File: config.mk
export PLATFORM = sky130hd
export DESIGN_NAME = adsr_envelope_flat
export DESIGN_NICKNAME = d
export VERILOG_FILES = /design/src/rtl/adsr_envelope_if.sv /design/src/rtl/adsr_envelope.sv /design/src/flat_wrapper.sv
export SDC_FILE = /design/constraint.sdc
export NUM_CORES = 1
export LEC_CHECK = 0
export CORE_ASPECT_RATIO = 1.75
export CORE_UTILIZATION = 57
export CTS_CLUSTER_DIAMETER = 60
export DETAILED_ROUTE_END_ITERATION = 12
export PLACE_DENSITY = 0.84
export SYNTH_ARGS = -nofsm -noshare
export SYNTH_HDL_FRONTEND = slang
export SYNTH_SLANG_ARGS = --single-unit
File: constraint.sdc
create_clock -name Clk -period 6.1 [get_ports Clk]
set_input_delay 1.22 -clock Clk [delete_from_list [all_inputs] [get_ports Clk]]
set_output_delay 1.22 -clock Clk [all_outputs]
set_load 0.1 [all_outputs]
File: src/rtl/adsr_envelope_if.sv
// adsr_envelope_if
//   Control/status bundle for the ADSR envelope generator.
//   master: drives tick, gate, attackStep, decayStep, releaseStep, sustain;
//           observes env, envStrobe, stateOut, active.
//   slave : the envelope generator (opposite directions).
//   ACC_WIDTH must match the ACC_WIDTH of the connected adsr_envelope.
interface adsr_envelope_if #(
  parameter int unsigned ACC_WIDTH = 32
);
  logic                 tick;
  logic                 gate;
  logic [ACC_WIDTH-1:0] attackStep;
  logic [ACC_WIDTH-1:0] decayStep;
  logic [ACC_WIDTH-1:0] releaseStep;
  logic [15:0]          sustain;
  logic [15:0]          env;
  logic                 envStrobe;
  logic [2:0]           stateOut;
  logic                 active;

  modport master (
    output tick, gate, attackStep, decayStep, releaseStep, sustain,
    input  env, envStrobe, stateOut, active
  );

  modport slave (
    input  tick, gate, attackStep, decayStep, releaseStep, sustain,
    output env, envStrobe, stateOut, active
  );
endinterface

File: src/rtl/adsr_envelope.sv
// adsr_envelope
//   Attack/decay/sustain/release envelope generator. The accumulator advances
//   only on cycles with bus.tick=1; results appear the following cycle
//   together with a one-cycle bus.envStrobe pulse.
// Ports:
//   Clk    - system clock, rising edge
//   Reset  - synchronous, active-high
//   bus    - adsr_envelope_if.slave: tick, gate, per-tick steps and sustain in;
//            env (acc top 16 bits), envStrobe, stateOut, active out
// Parameters:
//   ACC_WIDTH - accumulator width (>= 17)
// Configuration macro:
//   ADSR_HARD_RESTART_EN - when defined, every IDLE/RELEASE -> ATTACK
//   transition zeroes the accumulator; otherwise attack resumes from the
//   current level.
module adsr_envelope #(
  parameter int unsigned ACC_WIDTH = 32
) (
  input logic             Clk,
  input logic             Reset,
  adsr_envelope_if.slave  bus
);

  typedef enum logic [2:0] {
    IDLE    = 3'd0,
    ATTACK  = 3'd1,
    DECAY   = 3'd2,
    SUSTAIN = 3'd3,
    RELEASE = 3'd4
  } state_e;

  state_e               state_q, state_d;
  logic [ACC_WIDTH-1:0] acc_q, acc_d;
  logic                 gate_prev_q, gate_prev_d;
  logic                 strobe_q, strobe_d;

  logic                 rise;
  logic [ACC_WIDTH-1:0] sus_full;
  logic [ACC_WIDTH-1:0] att_lim;
  logic [ACC_WIDTH:0]   dec_lim;

  always_comb begin
    rise     = bus.gate & ~gate_prev_q;
    sus_full = {bus.sustain, {(ACC_WIDTH-16){1'b0}}};
    // acc > MAX - step is the no-wrap test for acc + step
    att_lim  = {ACC_WIDTH{1'b1}} - bus.attackStep;
    // one extra bit so an overflowing S + step is detected, not wrapped
    dec_lim  = {1'b0, sus_full} + {1'b0, bus.decayStep};
  end

  always_comb begin
    state_d     = state_q;
    acc_d       = acc_q;
    gate_prev_d = gate_prev_q;
    strobe_d    = bus.tick;

    if (bus.tick) begin
      gate_prev_d = bus.gate;
      unique case (state_q)
        IDLE: begin
          acc_d = '0;
          if (rise) state_d = ATTACK;
        end
        ATTACK, DECAY, SUSTAIN: begin
          // gate release takes precedence over any phase arithmetic
          if (!bus.gate) begin
            state_d = RELEASE;
          end else if (state_q == ATTACK) begin
            if (bus.attackStep == '0 || acc_q > att_lim) begin
              acc_d   = '1;
              state_d = DECAY;
            end else begin
              acc_d = acc_q + bus.attackStep;
            end
          end else if (state_q == DECAY) begin
            if (bus.decayStep == '0 || dec_lim[ACC_WIDTH] ||
                acc_q <= dec_lim[ACC_WIDTH-1:0]) begin
              acc_d   = sus_full;
              state_d = SUSTAIN;
            end else begin
              acc_d = acc_q - bus.decayStep;
            end
          end else begin
            acc_d = sus_full;
          end
        end
        RELEASE: begin
          if (rise) begin
            state_d = ATTACK;
`ifdef ADSR_HARD_RESTART_EN
            acc_d = '0;
`else
            acc_d = acc_q;
`endif
          end else if (bus.releaseStep == '0 || acc_q <= bus.releaseStep) begin
            acc_d   = '0;
            state_d = IDLE;
          end else begin
            acc_d = acc_q - bus.releaseStep;
          end
        end
        default: begin
          acc_d   = '0;
          state_d = IDLE;
        end
      endcase
    end
  end

  always_ff @(posedge Clk) begin
    if (Reset) begin
      state_q     <= IDLE;
      acc_q       <= '0;
      gate_prev_q <= 1'b0;
      strobe_q    <= 1'b0;
    end else begin
      state_q     <= state_d;
      acc_q       <= acc_d;
      gate_prev_q <= gate_prev_d;
      strobe_q    <= strobe_d;
    end
  end

  always_comb begin
    bus.env       = acc_q[ACC_WIDTH-1 -: 16];
    bus.envStrobe = strobe_q;
    bus.stateOut  = state_q;
    bus.active    = (state_q != IDLE);
  end

endmodule

File: src/flat_wrapper.sv
// flat-port wrapper written by rule: the top's interface ports become plain ports
module adsr_envelope_flat 
#(
  parameter int unsigned ACC_WIDTH = 32
)
  (Clk, Reset, bus_tick, bus_gate, bus_attackStep, bus_decayStep, bus_releaseStep, bus_sustain, bus_env, bus_envStrobe, bus_stateOut, bus_active);
  adsr_envelope_if #(.ACC_WIDTH(ACC_WIDTH)) bus_i ();
  input logic Clk;
  input logic Reset;
  input wire logic [$bits(bus_i.tick)-1:0] bus_tick;
  input wire logic [$bits(bus_i.gate)-1:0] bus_gate;
  input wire logic [$bits(bus_i.attackStep)-1:0] bus_attackStep;
  input wire logic [$bits(bus_i.decayStep)-1:0] bus_decayStep;
  input wire logic [$bits(bus_i.releaseStep)-1:0] bus_releaseStep;
  input wire logic [$bits(bus_i.sustain)-1:0] bus_sustain;
  output wire logic [$bits(bus_i.env)-1:0] bus_env;
  output wire logic [$bits(bus_i.envStrobe)-1:0] bus_envStrobe;
  output wire logic [$bits(bus_i.stateOut)-1:0] bus_stateOut;
  output wire logic [$bits(bus_i.active)-1:0] bus_active;
  assign bus_i.tick = bus_tick;
  assign bus_i.gate = bus_gate;
  assign bus_i.attackStep = bus_attackStep;
  assign bus_i.decayStep = bus_decayStep;
  assign bus_i.releaseStep = bus_releaseStep;
  assign bus_i.sustain = bus_sustain;
  assign bus_env = bus_i.env;
  assign bus_envStrobe = bus_i.envStrobe;
  assign bus_stateOut = bus_i.stateOut;
  assign bus_active = bus_i.active;
  adsr_envelope #(.ACC_WIDTH(ACC_WIDTH)) u_core (.Clk(Clk), .Reset(Reset), .bus(bus_i));
endmodule
==> metrics, run 1 <==
startpoint types=primary input; crit share post-route=~94%; remaining global-route overflow=0; Via density=~6.8; post-synthesis sequential area ratio=8.32%; CP required=6.29 ns; Final Max Slew Viols=0; Post-synth EDFFs=0; Initial DRC Count=about 720; fin area=roughly 11000 um^2; CP peak stage delay=0.52 ns; H-tree Lvls=2; Root Buffer=clkbuf_16; Max-Cap Viols=0; initial antenna violation count=2; clk_skew=between 0.009 and 0.01 ns; RSZ-0062 raised after global routing=false; FFs w/ async S/R, synth=0%; Synthesized Nets=approximately 1500; Syn Area/Cell=a little over 7 um^2; layout cells sized above 1=4.54%; Fin Hold WS=0.501 ns; CTS tree=built; Overall Global Routing Usage=44.4%; Worst VDD drop=~0.000092 V; Worst-path clk slew=roughly 0.070 ns; delay-heaviest family, CP=compound AO/OA/AOI/OAI gates; #FFs+latches synth=37; WP data arrival=roughly 5.9 ns; worst slew pin tran=1.10 ns; Routed Antenna Nets=0; I/O Buffers=approximately 140; post-DP HPWL=28.7 mm; Final nets=about 1600; die height=167 um; setup ws final=about 0.38 ns; Pre-antenna DRT Iters=10; HP Class=register to register; Pwr Density=between 100 and 150 nW/um^2; post-route DRC violation count=1; Rel. slew slack=roughly a quarter; std cell rows=60; DP Area=10300 um^2; crit path max fanout=31; Post-synth top cells=a21oi_1, ha_1, inv_1; LEAKAGE=just under 5 nW; Mapped Area=8900 um^2; outcome=finished with violations; Max Clk Rate=about 170 MHz; Vias=10366; number of CTS-inserted buffers=5; first-pass GRT wire length=53.8 mm; # setup viols final=0; crit path kind=primary input to register; critical-path cell list=clkdlybuf4s50_1 -> ha_1 -> a21o_1 -> a21oi_1 -> o21bai_1 -> a21oi_2 -> o21ai_1 -> a211oi_2 -> o31ai_1 -> a21oi_1 -> xor2_1 -> ha_1 -> nand4_1 -> nor4_4 -> nor3b_4 -> buf_4 -> a31o_2 -> a211o_1 -> or2_4 -> buf_12 -> a211oi_2 -> o221ai_1 -> a221oi_2; pin count of the biggest net entering global routing=32; Die ar.=roughly 16000 um^2; failing checks=design-rule violations; Yosys cell types=84; pre-CTS WS=-0.0549 ns; vias in the first global route=roughly 10000; CTS sink count=37; Synthesis Warnings=0; Slowest-stage cell, CP=clkdlybuf4s50_1; RD Place Congestion=1.05; core footprint=15300 um^2; Ports=between 100 and 150; leading cell type by number of instances after synthesis=a21oi_1; Synth Flop Type=dfxtp_1; Buf/Inv on CP=3; drt total wl=about 35 mm; top cells by area, synth=ha_1, dfxtp_1, a21oi_1; Die W=between 90 and 100 um; Syn Inst Count=roughly 1200; Starting Density=between 50 and 60%; area leader, netlist=ha_1; Final Hold Viols=0; Syn-to-layout area delta=18.6%; Final min period=between 5 and 6 ns; Routed WL per cell=23.1 um; Crit. End Element=register; later-pin clock latency in the skew report=a little under 0.3 ns; top-area cell type share of the netlist area=18.0%; deepest clock path buffer count=2
==> power by group <==
| group | internal [mW] | switching [mW] | total [mW] |
|---|---|---|---|
| registers | 0.252 | 0.0307 | 0.282 |
| logic | 0.320 | 0.479 | 0.799 |
| clock network | 0.234 | 0.115 | 0.349 |
==> worst paths after layout <==
path / start / endpoint / slack, ns / cells past startpoint
worst max register to register: u_core.acc_q[19] / u_core.acc_q[18] / 2.20 / 10
worst min register to register: u_core.acc_q[0] / u_core.acc_q[0] / 0.50 / 2
worst min-delay path: u_core.acc_q[0] / u_core.acc_q[0] / 0.50 / 2
worst max-delay path: bus_decayStep[17] / u_core.acc_q[3] / 0.38 / 23
==> final cells by class <==
class                   count  area, um^2
flip-flops and latches     37         741
clock buffers               5         125
fillers                  1402        4760
clock inverters             3        65.1
inverters                  98         368
well taps                 186         233
multi-input cells        1051        7550
diodes                      1        2.50
repair buffers            149        1470
==> per-stage QoR <==
| stage | TNS, ns | cells | total power, mW | util, % |
|---|---|---|---|---|
| 2_1_floorplan | 0 | 1230 | 0.793 | - |
| 3_3_place_gp | 0 | 1521 | 1.05 | 67.5 |
| 3_5_place_dp | -0.0765 | 1521 | 1.05 | 67.5 |
| 4_1_cts | 0 | 1529 | 1.40 | 68.8 |
| 5_1_grt | 0 | 1530 | 1.50 | 68.9 |
| 6_report | 0 | 1530 | 1.43 | 68.9 |
==> cells by family after synthesis <==
kind of cell / share of synthesized area (%)
fa+ha+maj: 18.9
compound gates: 36.1
mux: 1.03
xor+xnor: 8.56
buf+inv: 7.04
simple gates: 20.0
flops: 8.32
==> registers in the layout, indices dropped and copies added, names as in the netlist <==
register and count:
u_core.acc_q 32, u_core.bus.envStrobe 1, u_core.bus.stateOut 3, u_core.gate_prev_q 1
==> tightest hold or removal path, delay by kind of cell, from the launching register on <==
family | cells | cell delay, ns
flip-flops | 1 | 0.33
AO/OA/AOI/OAI | 1 | 0.07
AND/OR/NAND/NOR | 1 | 0.05
==> metal layers <==
layer,global-route usage [%],vias up,routed length [um]
met2,72.1,507,16700
met4,47.0,0,4580
li1,-,4880,-
met3,11.4,266,2560
met1,42.1,4713,11500
met5,0,-,0
==> cell usage in the layout, fill, tap and decap left out, types with 6 or more instances in the layout <==
cell             count
o31a_1               8
nand3_1             26
nor4_1              26
and3_1              17
nand2b_1            14
inv_1               98
or2_2                7
o21a_1              22
nor2_1              73
a21o_1              60
o21bai_1            10
o22ai_1              8
a21oi_1            132
nand2_1             81
a31oi_1              8
and2_1               9
dfxtp_1             37
o21ai_0             82
o211ai_1            19
ha_1               128
nor3_1              24
buf_4               12
o221ai_1             6
nand4_1             22
o21ai_1              9
xnor2_1             57
a31o_2               6
nor2b_1              6
or3_1               15
a211oi_1            12
a21boi_0             6
o31ai_1              6
xor2_1              30
a221oi_1             9
clkdlybuf4s50_1    136
a22oi_1             16
mux2i_1              8
==> repair_timing <==
item / CTS / global route
endpoints found under the hold margin: 0 / 0
setup endpoints to repair: 0 / 28
hold buffers: 0 / 0
buffers inserted: 0 / 0
gates resized for setup: 0 / 5
(Power assumes the default switching activity.)
==> run 2, diff against run 1 <==
--- a/config.mk
+++ b/config.mk
@@ -6,10 +6,10 @@
 export NUM_CORES = 1
 export LEC_CHECK = 0
 export CORE_ASPECT_RATIO = 1.75
-export CORE_UTILIZATION = 57
+export CORE_UTILIZATION = 45
 export CTS_CLUSTER_DIAMETER = 60
 export DETAILED_ROUTE_END_ITERATION = 12
-export PLACE_DENSITY = 0.84
+export PLACE_DENSITY = 0.68
 export SYNTH_ARGS = -nofsm -noshare
 export SYNTH_HDL_FRONTEND = slang
 export SYNTH_SLANG_ARGS = --single-unit
==> run 2 against run 1 <==
- the run now ends clean
- combinational power down 0.8%
- count of clock-buffer cells in the layout up 1
- via count down 1.5%
- routed wire length down 0.47%
- critical endpoint is now u_core.acc_q[20]
- largest power group unchanged
==> metrics, run 2 (synthesis results as in run 1) <==
later-pin clock latency in the skew report=0.28 ns (about the same); Worst VDD drop=0.000120 V (+31%); Switching Share=45.3% (+1.6 points); Final Max Slew Viols=0 (unchanged); Largest Register=u_core.acc_q; clk_skew=0.00350 ns (-0.00556 ns); Comb power frac=59.2% (+3.3 points); Routed WL per cell=22.2 um (-4.1%); Die ar.=20400 um^2 (+26%); Max-Cap Viols=0 (unchanged); pin count of the biggest net entering global routing=24 (-25%); Worst-path clk slew=0.06 ns (about the same); Final nets=1595 (+0.31%); Routed Antenna Nets=0 (unchanged); RD Place Congestion=0.983 (-6.5%); HP Class=register to register; power share of the clock group=19.8% (-4.6 points); Final Hold Viols=0 (unchanged); # hold bufs at CTS=0 (unchanged); most common cell after layout, fill and taps aside=clkdlybuf4s50_1; Slowest-stage cell, CP=clkdlybuf4s50_1; critical-path cell list=clkdlybuf4s50_1 -> ha_1 -> a21o_1 -> a21oi_1 -> o21bai_1 -> a21oi_1 -> o21ai_0 -> a211oi_2 -> o31ai_1 -> a21oi_1 -> xor2_1 -> ha_1 -> nand4_1 -> nor4_2 -> nor3b_4 -> buf_4 -> a31o_2 -> a211o_1 -> buf_4 -> nor2_2 -> mux2i_1 -> a221oi_1 -> a221o_1; number of CTS-inserted buffers=5 (unchanged); crit path kind=primary input to register; Pre-antenna DRT Iters=6 (-4); final core utilization=55.0% (-14 points); Vias=10211 (-1.5%); H-tree Lvls=2 (unchanged); CTS tree=built; std cell rows=67 (+12%); Die W=108 um (+12%); CTS sink count=37 (unchanged); crit share post-route=94.1% (+0.28 points); CP peak stage delay=0.52 ns (about the same); vias in the first global route=10358 (+0.28%); worst slew pin tran=1.23 ns (+0.127 ns); Pwr Density=126 nW/um^2 (-6.7%); startpoint types=primary input; core footprint=19300 um^2 (+26%); I/O Buffers=136 (unchanged); Syn-to-layout area delta=19.2%; Max Clk Rate=174 MHz (-0.30%); crit path max fanout=7 (-77%); Via density=6.43 (-5.1%); Final min period=5.74 ns (+0.0170 ns); deepest clock path buffer count=2 (unchanged); remaining global-route overflow=0 (unchanged); DP Area=10500 um^2 (+1.0%); post-DP HPWL=29.8 mm (+3.9%); total power=1.34 mW (-6.3%); Overall Global Routing Usage=34.8% (-9.7 points); Rel. slew slack=17.7% (-8.4 points); RSZ-0062 raised after global routing=false; post-route DRC violation count=0 (-1); drt total wl=35.2 mm (-0.47%); Total Neg Setup Slack=0 ns (unchanged); layout cells sized above 1=4.75% (+0.21 points); Crit. End Element=register; initial antenna violation count=0 (-2); Crit path top cell by count=a21oi_1; antenna cells=0 (-1); commonest non-fill, non-tap cells in the layout=clkdlybuf4s50_1, a21oi_1, ha_1, inv_1, o21ai_0; fin area=10600 um^2 (+0.45%); Psw=0.607 mW (-2.8%); # setup viols final=0 (unchanged); die height=188 um (+12%); outcome=complete, no violations; Starting Density=46.2% (-12 points); Initial DRC Count=752 (+4.0%); WP data arrival=5.91 ns (about the same); Fin Hold WS=0.496 ns (-0.00493 ns); internal power=0.733 mW (-9.0%); Reg power frac=21.0% (+1.3 points); LEAKAGE=4.85 nW (-0.18%); number of flip-flops in the largest register=32 (unchanged); first-pass GRT wire length=54.1 mm (+0.51%); CP required=6.27 ns (-0.02 ns); Ports=137 (unchanged); Root Buffer=clkbuf_16
-- run 2: changes by cell type in the layout (fill, tap and decap cells not counted), sizes merged --
cell,previous run,this run
clkbuf,5,6
clkinvlp,0,1
bufinv,2,0
clkinv,1,0
diode,1,0
buf,13,18
-- run 2: layer usage --
layer  GRT usage, %  up-vias  wire, um
met5              0        -         0
met4           35.9        0      4470
met3           3.34      211      1640
met2           60.4      439     17100
met1           34.1     4686     12000
li1               -     4875         -
-- run 2: repair_timing --
action | 4_1_cts | 5_1_grt
buffers inserted | 0 | 0
resized for setup | 0 | 2
setup endpoints to repair | 0 | 4
-- run 2: worst max-delay path, delay by kind of cell --
family,cells,cell delay (ns)
adder cells (fa/ha/maj),2,0.51
XOR/XNOR,1,0.17
AO/OA/AOI/OAI,12,2.32
multiplexers,1,0.27
AND/OR/NAND/NOR,4,0.58
buffers and inverters,3,0.82
-- run 2: worst paths after layout --
| kind | startpoint | endpoint | slack [ns] | cells after the start |
|---|---|---|---|---|
| setup / recovery | bus_decayStep[17] | u_core.acc_q[20] | 0.36 | 23 |
| hold / removal | u_core.acc_q[0] | u_core.acc_q[0] | 0.50 | 2 |
| setup reg to reg | u_core.bus.stateOut[0] | u_core.acc_q[31] | 1.63 | 9 |
| hold reg to reg | u_core.acc_q[0] | u_core.acc_q[0] | 0.50 | 2 |
-- run 2: stage by stage --
step	std cells	worst slack, ns
6_report	1588	0.362
5_1_grt	1588	0.00434
4_1_cts	1588	0.299
3_5_place_dp	1581	0.0479
3_3_place_gp	1581	0.128
2_1_floorplan	1230	0.748
-- run 2: power by group through the flow --
stage	Sequential (mW)	Clock, mW	Combinational [mW]
after global routing	0.280	0.274	0.858
after detailed placement	0.285	0	0.779
after floorplan	0.278	0	0.515
after global placement	0.285	0	0.776
after CTS	0.280	0.264	0.783
final	0.281	0.265	0.793
-- run 2: final cells by class --
cell class                      count  area, um^2
Clock inverter                      1        7.51
Timing Repair Buffer              154        1510
Fill cell                        1968        8680
Clock buffer                        6         139
Tap cell                          241         302
Inverter                           98         368
Multi-Input combinational cell   1051        7540
Sequential cell                    37         741
